[src/rtl/pc_sequencer.sv]
// PC register controller: fetch handshake, flow-control decode, and return-address stack.
// Optional PCSEQ_TRAP_EN: stack overflow/underflow redirects the PC to TRAP_VEC.
module pc_sequencer #(
  parameter int unsigned DEPTH     = 4,
  parameter logic [15:0] RESET_VEC = 16'h0000
`ifdef PCSEQ_TRAP_EN
  , parameter logic [15:0] TRAP_VEC = 16'h0010
`endif
) (
  input  logic        CLK,
  input  logic        rst,
  input  logic        run,
  input  logic [15:0] pc_q,
  output logic        fetch_req,
  input  logic        fetch_ack,
  input  logic        op_jump,
  input  logic        op_call,
  input  logic        op_ret,
  input  logic        op_halt,
  input  logic [10:0] op_label,
  input  logic        stall,
  output logic        PC_E,
  output logic        ctrl_PC,
  output logic [15:0] D,
  output logic [10:0] PC_label,
  output logic        halted,
  output logic        stk_ovf,
  output logic        stk_unf
);

  localparam int unsigned SPW = $clog2(DEPTH + 1);
  localparam int unsigned IW  = $clog2(DEPTH);
  localparam logic [SPW-1:0] SP_ONE  = SPW'(1);
  localparam logic [SPW-1:0] SP_FULL = SPW'(DEPTH);

  typedef enum logic [2:0] {S_IDLE, S_INIT, S_FETCH, S_UPDATE, S_HALT} state_t;

  state_t         state, next_state;
  logic [SPW-1:0] sp;
  logic [15:0]    stack [DEPTH];
  logic           l_jump, l_call, l_ret, l_halt;
  logic [10:0]    l_label;

  logic           pe_nxt, ctrl_nxt, push, pop, ovf_set, unf_set;
  logic [15:0]    d_nxt;
  logic [10:0]    label_nxt;
  logic [15:0]    pc_inc;
  logic           stack_full, stack_empty;

  assign pc_inc      = pc_q + 16'd1;
  assign stack_full  = (sp == SP_FULL);
  assign stack_empty = (sp == '0);
  assign fetch_req   = (state == S_FETCH);
  assign halted      = (state == S_HALT);

  always_ff @(posedge CLK) begin
    if (rst) state <= S_IDLE;
    else     state <= next_state;
  end

  // UPDATE lasts through the registered PC_E cycle and leaves on the edge that ends it.
  always_comb begin
    next_state = state;
    unique case (state)
      S_IDLE:   if (run) next_state = S_INIT;
      S_INIT:   next_state = S_FETCH;
      S_FETCH:  if (fetch_ack) next_state = S_UPDATE;
      S_UPDATE: begin
        if (PC_E)                  next_state = S_FETCH;
        else if (!stall && l_halt) next_state = S_HALT;
      end
      S_HALT:   if (run) next_state = S_FETCH;
      default:  next_state = S_IDLE;
    endcase
  end

  always_comb begin
    pe_nxt    = 1'b0;
    ctrl_nxt  = 1'b0;
    d_nxt     = '0;
    label_nxt = '0;
    push      = 1'b0;
    pop       = 1'b0;
    ovf_set   = 1'b0;
    unf_set   = 1'b0;
    if (state == S_IDLE && run) begin
      pe_nxt = 1'b1;
      d_nxt  = RESET_VEC;
    end else if (state == S_UPDATE && !PC_E && !stall && !l_halt) begin
      pe_nxt = 1'b1;
      if (l_ret) begin
        if (!stack_empty) begin
          pop   = 1'b1;
          d_nxt = stack[IW'(sp - SP_ONE)];
        end else begin
          unf_set = 1'b1;
`ifdef PCSEQ_TRAP_EN
          d_nxt = TRAP_VEC;
`else
          d_nxt = pc_inc;
`endif
        end
      end else if (l_call) begin
        if (!stack_full) begin
          push      = 1'b1;
          ctrl_nxt  = 1'b1;
          label_nxt = l_label;
        end else begin
          ovf_set = 1'b1;
`ifdef PCSEQ_TRAP_EN
          d_nxt = TRAP_VEC;
`else
          ctrl_nxt  = 1'b1;
          label_nxt = l_label;
`endif
        end
      end else if (l_jump) begin
        ctrl_nxt  = 1'b1;
        label_nxt = l_label;
      end else begin
        d_nxt = pc_inc;
      end
    end
  end

  always_ff @(posedge CLK) begin
    if (rst) begin
      PC_E     <= 1'b0;
      ctrl_PC  <= 1'b0;
      D        <= '0;
      PC_label <= '0;
      stk_ovf  <= 1'b0;
      stk_unf  <= 1'b0;
      sp       <= '0;
      l_jump   <= 1'b0;
      l_call   <= 1'b0;
      l_ret    <= 1'b0;
      l_halt   <= 1'b0;
      l_label  <= '0;
      for (int unsigned i = 0; i < DEPTH; i++) stack[i] <= '0;
    end else begin
      PC_E     <= pe_nxt;
      ctrl_PC  <= ctrl_nxt;
      D        <= d_nxt;
      PC_label <= label_nxt;
      stk_ovf  <= stk_ovf | ovf_set;
      stk_unf  <= stk_unf | unf_set;
      if (state == S_FETCH && fetch_ack) begin
        l_jump  <= op_jump;
        l_call  <= op_call;
        l_ret   <= op_ret;
        l_halt  <= op_halt;
        l_label <= op_label;
      end
      if (push) begin
        stack[IW'(sp)] <= pc_inc;
        sp             <= sp + SP_ONE;
      end else if (pop) begin
        sp <= sp - SP_ONE;
      end
    end
  end

endmodule

[config.mk]
export PLATFORM = sky130hd
export DESIGN_NAME = pc_sequencer
export DESIGN_NICKNAME = d
export VERILOG_FILES = /design/src/rtl/pc_sequencer.sv
export SDC_FILE = /design/constraint.sdc
export NUM_CORES = 1
export LEC_CHECK = 0
export CORE_MARGIN = 3
export CORE_UTILIZATION = 58
export DETAILED_ROUTE_END_ITERATION = 12
export GPL_ROUTABILITY_DRIVEN = 0
export PLACE_DENSITY = 0.9
export REMOVE_ABC_BUFFERS = 1
export SLEW_MARGIN = 20
export SYNTH_ARGS = -nofsm -noshare
export SYNTH_HDL_FRONTEND = slang
export SYNTH_SLANG_ARGS = --single-unit
export TNS_END_PERCENT = 1
[constraint.sdc]
create_clock -name CLK -period 8.45 [get_ports CLK]
set_clock_uncertainty 0.2 [all_clocks]
set_input_delay 2.535 -clock CLK [delete_from_list [all_inputs] [get_ports CLK]]
set_output_delay 2.535 -clock CLK [all_outputs]
set_load 0.01 [all_outputs]
==> results.toml <==
[synthesis]
ys_async_sr_fraction_pct = 0
synth.avg_cell_area_um2 = 11.45
synthTopCellsByArea = "edfxtp_1, dfxtp_1, mux4_2"
ys_types = 41
synth-seq-area-share_pct = 60.73
synth_top_area_cell = "edfxtp_1"
syn_inst = 426
synth-seq-cells = 116
yosysWarnings = 0
yosysTopAreaCellShare_pct = 39.39
ys.flop_type = "edfxtp_1"
synth_edf_count = 64
syn-cell-area_um2 = 4878

[setup_path]
rrSetupSlack_ns = 4.61
critPathRequiredTime_ns = 8.32
rr_startpoint = "sp[0]"
r2r_cells = 8
worstSetupPathType = "input pin to flip-flop"
cp-end-kind = "flip-flop"
crit_fanout = 27
r2r_end = "stack[0][13]"
worstPathArrival_ns = 6.31
cp-start-kind = "input pin"

[layout]
antenna_cells = 0
stdcell_count = 605
fill_cells = 478
regArea_um2 = 2963
drive_gt1_share_pct = 10.74
nets = 530
multi_input_area_um2 = 1757
design_area_um2 = 6162
syn2layout_area_growth_pct = 26.31

[sta]
final_max_slew_viol_count = 0
fin_ws_ns = 2.014
hold_violations = 0
period_needed_ns = 6.436
tightestPinTransition_ns = 1.020
fin_crit_sh_pct = 76.17
worst_slew_margin_rel_pct = 31.79
fmax_mhz = 155.4
rsz0062_at_grt = "no"
setup_viol_count_final = 0
fin_setup_tns_ns = 0

[routing]
drt_iter0_drc = 272
drc = 0
first_pass_iters = 5
wl_per_cell_um = 19.26
viasPerCell = 5.985
vias = 3621
wl_um = 11650
drtAntennaViolNets = 0

[floorplan]
die_area_um2 = 9547
start_util_pct = 61.54
die_y_um = 97.71
rows = 32
ios = 69
fp.dieW_um = 97.71
coreArea_um2 = 7928

[clocking]
clk_latency_ns = 0.52
numCtsBuffers = 17
cts_tree = "built"
holdBufCountCts = 0
postCtsSetupRepairBufs = 0
cts_root_buf = "clkbuf_8"
clkTransAtPathRegs_ns = 0.06
post_cts_resized = 0
cts.sinks = 116
cts_buffer_depth = 2
h-tree-depth = 4

[hold_path]
holdPathEnd = "l_label[2]"
worstHoldStart = "l_label[2]"
min_path_cells = 2
hp-class = "flip-flop to flip-flop"

[global_routing]
grt_pass1_wl_um = 18680
met2_usage_pct = 41.91
grt_overflow = 0
grt_pass1_vias = 3740
grtUsageMet1_pct = 30.27
grt.total_usage_pct = 25.34
grt_max_degree = 28
antenna_found_initial = 0
top_usage_layer = "met2"
grtUsageMet3_pct = 7.681

[job]
maxCapViolations = 0

[power_and_ir_drop]
vdd_drop_max_v = 0.0002013
p_leak_nw = 2.206
power_density_nw_per_um2 = 234.8

[placed_design]
pre_cts_slack_ns = 1.639
place_inst = 573
io_buffers = 68
placed_area_um2 = 5565
dp_hpwl_um = 7557

[status]
status = "finished clean"
[area by class of cell]
class	instances	area share, %
well taps	102	2.071
multi-input cells	279	28.51
inverters	6	0.3655
repair buffers	70	11.29
flip-flops and latches	116	48.08
clock inverters	14	2.904
clock buffers	18	6.782
[power by group]
group	internal [mW]	leakage [nW]	switching (mW)
registers	0.615	1.08	0.0131
logic	0.0483	0.843	0.0589
clock network	0.452	0.282	0.261
total	1.11	2.21	0.333
[worst max path at each step]
stage | startpoint | end | cells past startpoint
floorplan | stall | stack[0][0] | 5
global placement | rst | stack[0][6] | 6
detailed placement | rst | stack[0][14] | 6
CTS | rst | stack[0][0] | 6
global route | rst | stack[0][13] | 6
finish | rst | stack[0][13] | 6
[per-layer routing]
layer,vias to the layer above,part of all wire (%)
met5,-,0
met2,204,50
met4,0,2.4
met3,30,8.8
li1,1630,-
met1,1757,38
[synth_stat cells (all sizes together) (2+ instances only)]
| cell type | instances |
|---|---|
| nand2 | 45 |
| nor4 | 3 |
| clkbuf | 15 |
| buf | 10 |
| mux4 | 16 |
| or3 | 3 |
| and4 | 2 |
| dfxtp | 52 |
| and2 | 19 |
| nor3b | 3 |
| o21ai | 9 |
| xnor2 | 8 |
| nor3 | 4 |
| or2 | 3 |
| nand4 | 7 |
| a21oi | 21 |
| edfxtp | 64 |
| inv | 5 |
| nor2 | 87 |
| nor2b | 2 |
| xor2 | 8 |
| a22oi | 3 |
| nand3 | 9 |
| a41oi | 2 |
| and3 | 2 |
| nand2b | 3 |
| a2bb2oi | 8 |
| ha | 4 |
[state kept, by name (all words and copies together) (netlist names)]
register,count
stk_unf,1
l_halt,1
PC_label,11
stk_ovf,1
l_call,1
PC_E,1
ctrl_PC,1
D,16
l_label,11
l_jump,1
state,3
l_ret,1
stack,64
sp,3
[logic make-up (layout without fill, tap and decap cells)]
family	Yosys count	in the layout	synth area share (%)
compound gates	47	47	6.002
xor+xnor	16	16	2.873
fa+ha+maj	4	4	1.026
buf+inv	31	108	3.257
flops	116	116	60.73
mux	17	17	7.592
simple gates	195	195	18.52
[per-stage QoR]
step / hold WS (ns) / total power [mW] / util (%)
2_1_floorplan: 0.2257 / 0.6930 / -
3_3_place_gp: 0.2330 / 0.7375 / 70.20
3_5_place_dp: 0.2401 / 0.7437 / 70.20
4_1_cts: 0.2518 / 1.451 / 77.73
5_1_grt: 0.2717 / 1.489 / 77.73
6_report: 0.2542 / 1.447 / 77.73
[worst max-delay path, stage by stage]
cell             delay [ns]
clkdlybuf4s50_1        1.14
clkinv_1               0.39
nand3_2                0.33
or2_1                  0.64
or3_1                  0.61
nand2_1                0.65
[placed cells by master, fill, tap and decap left out, types with 4 or more instances in the layout]
cell / n
o21ai_0: 9
nor3_1: 4
clkbuf_16: 16
nand2_1: 45
inv_1: 5
edfxtp_1: 64
clkdlybuf4s50_1: 68
nand3_1: 8
clkinv_4: 5
nor2_1: 87
a21oi_1: 21
nand4_1: 7
mux4_2: 16
xnor2_1: 8
dfxtp_1: 52
and2_1: 19
xor2_1: 8
a2bb2oi_1: 8
ha_1: 4
(Power assumes the default switching activity.)
